File: src/rtl/wb_regfile.sv
// wb_regfile: RISC-V writeback select, 32x32 register file with x0 hardwired, and commit counter.
// Define WB_BYPASS_EN to forward the same-cycle writeback value onto the read ports.
module wb_regfile #(
    parameter int XLEN = 32,
    parameter int NREG = 32
) (
    input  logic                    clk,
    input  logic                    reset,
    input  logic [XLEN-1:0]         readdata_in,
    input  logic [XLEN-1:0]         alu_result_in,
    input  logic [$clog2(NREG)-1:0] rd_in,
    input  logic                    memtoreg_in,
    input  logic                    regwrite_in,
    input  logic [$clog2(NREG)-1:0] rs1_addr,
    input  logic [$clog2(NREG)-1:0] rs2_addr,
    output logic [XLEN-1:0]         rs1_data,
    output logic [XLEN-1:0]         rs2_data,
    output logic [XLEN-1:0]         wb_data_out,
    output logic [$clog2(NREG)-1:0] wb_rd_out,
    output logic                    wb_en_out,
    output logic [31:0]             wb_count
);
`ifdef WB_BYPASS_EN
    localparam bit BYPASS = 1'b1;
`else
    localparam bit BYPASS = 1'b0;
`endif
    logic [XLEN-1:0] regs [NREG];
    assign wb_data_out = memtoreg_in ? readdata_in : alu_result_in;
    assign wb_rd_out   = rd_in;
    assign wb_en_out   = regwrite_in && (rd_in != '0);
    always_ff @(posedge clk) begin
        if (reset) begin
            for (int i = 0; i < NREG; i++) regs[i] <= '0;
            wb_count <= '0;
        end else if (wb_en_out) begin
            regs[rd_in] <= wb_data_out;
            wb_count    <= wb_count + 32'd1;
        end
    end
    // x0 reads as zero even if the bypass would match
    assign rs1_data = (rs1_addr == '0) ? '0 :
                      (BYPASS && wb_en_out && rs1_addr == rd_in) ? wb_data_out : regs[rs1_addr];
    assign rs2_data = (rs2_addr == '0) ? '0 :
                      (BYPASS && wb_en_out && rs2_addr == rd_in) ? wb_data_out : regs[rs2_addr];
endmodule

File: config.mk
export PLATFORM = sky130hd
export DESIGN_NAME = wb_regfile
export DESIGN_NICKNAME = d
export VERILOG_FILES = /design/src/rtl/wb_regfile.sv
export SDC_FILE = /design/constraint.sdc
export NUM_CORES = 2
export LEC_CHECK = 0
export CORE_ASPECT_RATIO = 1.25
export CORE_UTILIZATION = 35
export DETAILED_ROUTE_END_ITERATION = 10
export MAX_ROUTING_LAYER = met4
export PLACE_DENSITY = 0.55
export SLEW_MARGIN = 5
export SYNTH_ARGS = -nofsm -noshare
export SYNTH_HDL_FRONTEND = slang
export SYNTH_SLANG_ARGS = --single-unit
File: constraint.sdc
create_clock -name clk -period 6.91 [get_ports clk]
set_clock_uncertainty 0.2 [all_clocks]
set_input_delay 1.7275 -clock clk [delete_from_list [all_inputs] [get_ports clk]]
set_output_delay 1.7275 -clock clk [all_outputs]
set_load 0.02 [all_outputs]
==> metrics.csv <==
metric,value,unit
Yosys cell types,46,
Placed Cells,6020,
clk sink count,1056,
gr ovfl total,0,
# fillers,14000,
Fmax achieved,152,MHz
largest net degree at the start of global routing,59,
largest family of logic cells by synthesized area,multiplexers,
CTS tree,built,
hold endpoint,wb_count[31],
GRT Util Overall,0.283,
r2r endpoint,wb_count[29],
Final Hold Viols,0,
adder-cell share of the synthesized area,0.000231,
number of buffers created by CTS,110,
share of layout cells above drive strength 1,0.254,
R2R Path Start,wb_count[3],
GR Util met3,0.0469,
Synth Area in XOR/XNOR,0.000809,
RSZ-0062 raised after global routing,false,
die width,354,µm
met2 usage,0.448,
vias,38900,
die area,156000,µm²
Worst Setup Start Kind,input port,
DR pass1 iterations,6,
Routed WL,218000,µm
Syn Area/Cell,13.8,µm²
Setup TNS,0,ps
die height,442,µm
crit-path max FO,29,
clk slew on worst S/H paths,60,ps
status,finished clean,
Worst IR Drop VDD,0.191,mV
Post-CTS Hold Buffers,0,
number of core rows,161,
first-pass GRT wire length,301000,µm
postcts setup bufs,0,
final hold slack,293,ps
wire per inst,35.1,µm
r2r setup slk,4340,ps
PwrDens,247,nW/µm²
clk root buf,clkbuf_16,
Area Growth Syn to Fin,17.3,%
WS Path Type,input port to output port,
multiplexer share of the synthesized area,0.231,
H-tree depth,3,
post-route ant nets,0,
Initial DRC Count,5786,
met1 Use GR,0.350,
Final Wtd Congestion,0.889,
Port Buf Inserts,216,
max-cap violations,0,
Worst Tran Pin Value,1360,ps
Slew Limit Fails,0,
clk buf depth,3,
fin nets,4179,
Layout Cells excl Fill,6219,
gr busiest metal,met2,
Reg2Reg Depth,4,
"flops & latches, synth",1056,
total power,15.7,mW
Compound-Gate Fraction of Synth Area,0.0515,
Final period util,0.955,
simple-gate portion of the synthesized area,0.102,
Starting Density,0.352,
"EDFF count, synth",1024,
vias in the first global route,38500,
"Data arrival, critical path",4670,ps
post_cts resized,0,
ys flop type,edfxtp_1,
worst skew pair latency,740,ps
Ys Warns,0,
min-delay src,wb_count[31],
Post-synth ARST share,0,
Period minus WS final,6600,ps
Vias/cell,6.25,
Worst EP required,4980,ps
final setup fails,0,
crit path capture type,output port,
detailed placement HPWL,130000,µm
Pleak,21.6,nW
"Seq/Total Area, Yosys",0.580,
Hold Crit Depth,2,
Ports,217,
drc violations,0,
mapped cell area,54100,µm²
HP Class,flop to flop,
core area,154000,µm²
Post-Syn Instances,3915,
initial antenna violation count,9,
worst rel slew slack,0.0872,
==> logic make-up (layout without fill, tap and decap cells) <==
group,Yosys count,count (layout)
multiplexers,678,678
other,1,35
buffers and inverters,459,692
adder cells (fa/ha/maj),1,1
AO/OA/AOI/OAI,384,384
AND/OR/NAND/NOR,1331,1331
XOR/XNOR,5,5
flip-flops,1056,1056
==> cells in the mapped netlist, drive strengths merged, types with 7 or more instances <==
cell type | count | share of area
mux2i | 160 | 0.030
or4 | 18 | 0.0025
nor2b | 74 | 0.0086
a221oi | 16 | 0.0026
mux4 | 448 | 0.19
a211oi | 65 | 0.0090
a21oi | 21 | 0.0019
inv | 41 | 0.0028
and4 | 7 | 0.0011
o2111ai | 50 | 0.0082
clkbuf | 293 | 0.020
o21ai | 85 | 0.0079
dfxtp | 32 | 0.012
nor2 | 1011 | 0.070
a311oi | 64 | 0.010
o31ai | 16 | 0.0022
edfxtp | 1024 | 0.57
nand2b | 33 | 0.0038
nand3 | 11 | 0.0010
a22oi | 64 | 0.0089
mux2 | 70 | 0.015
nand2 | 139 | 0.0096
nand4 | 8 | 0.00092
buf | 125 | 0.012
==> cell type report <==
| type | instances | area [µm²] | area share |
|---|---|---|---|
| Tap cell | 2037 | 2550 | 0.0401 |
| Clock buffer | 138 | 2880 | 0.0454 |
| Multi-Input combinational cell | 2431 | 21600 | 0.340 |
| Sequential cell | 1056 | 31400 | 0.494 |
| Timing Repair Buffer | 455 | 4380 | 0.0690 |
| Inverter | 41 | 156 | 0.00246 |
| Clock inverter | 58 | 519 | 0.00818 |
| Antenna cell | 3 | 7.51 | 0.000118 |
==> per-stage QoR <==
| step | instance area [µm²] | util | setup WS [ps] |
|---|---|---|---|
| 2_1_floorplan | 54300 | - | 1550 |
| 6_report | 63500 | 0.413 | 312 |
| 3_5_place_dp | 60100 | 0.391 | 420 |
| 5_1_grt | 63500 | 0.413 | 312 |
| 4_1_cts | 63500 | 0.413 | 415 |
| 3_3_place_gp | 60100 | 0.391 | 417 |
==> routing by layer <==
metal,vias up,share of wire
met1,20300,0.37
met2,2623,0.48
met5,-,0
met3,580,0.10
met4,0,0.057
li1,15300,-
==> state kept, by name (all words and copies together), names as in the netlist <==
signal	flops
regs	1024
wb_count	32
==> worst max-delay path by stage <==
stage	start	end	cells past startpoint
floorplan	rs1_addr[1]	rs1_data[12]	7
global placement	rs2_addr[0]	rs2_data[31]	6
detailed placement	rs2_addr[0]	rs2_data[23]	8
CTS	rs1_addr[1]	rs1_data[2]	8
global route	rs1_addr[1]	rs1_data[19]	7
finish	rs2_addr[0]	rs2_data[31]	6
==> cells in the final DEF (no fill, tap or decap), types with 31 or more instances in the layout <==
| cell | netlist | final |
|---|---|---|
| a22oi_1 | 64 | 64 |
| edfxtp_1 | 1024 | 1024 |
| mux2i_1 | 160 | 128 |
| mux4_2 | 448 | 448 |
| conb_1 | 1 | 32 |
| nand2_1 | 139 | 108 |
| a311oi_1 | 64 | 64 |
| mux2_2 | 67 | 67 |
| nand2_2 | 0 | 31 |
| buf_4 | 12 | 239 |
| o21ai_0 | 79 | 79 |
| clkdlybuf4s50_1 | 0 | 164 |
| clkbuf_16 | 0 | 111 |
| nor2_1 | 1011 | 1005 |
| dfxtp_1 | 32 | 32 |
| mux2i_4 | 0 | 31 |
| o2111ai_1 | 49 | 49 |
| inv_1 | 41 | 39 |
| a211oi_1 | 65 | 65 |
| buf_12 | 0 | 42 |
| nor2b_1 | 74 | 72 |
==> power breakdown <==
part	switching, mW	internal (mW)	total, mW
clock network	2.59	3.26	5.85
logic	1.35	0.926	2.28
registers	0.178	7.37	7.54
==> critical path, stage by stage <==
cell and delay (ps):
buf_6 400, nor2_4 330, a221oi_1 350, o21ai_0 180, a311oi_1 780, clkdlybuf4s50_1 750
Note: power is estimated with default switching activity, not from simulation.
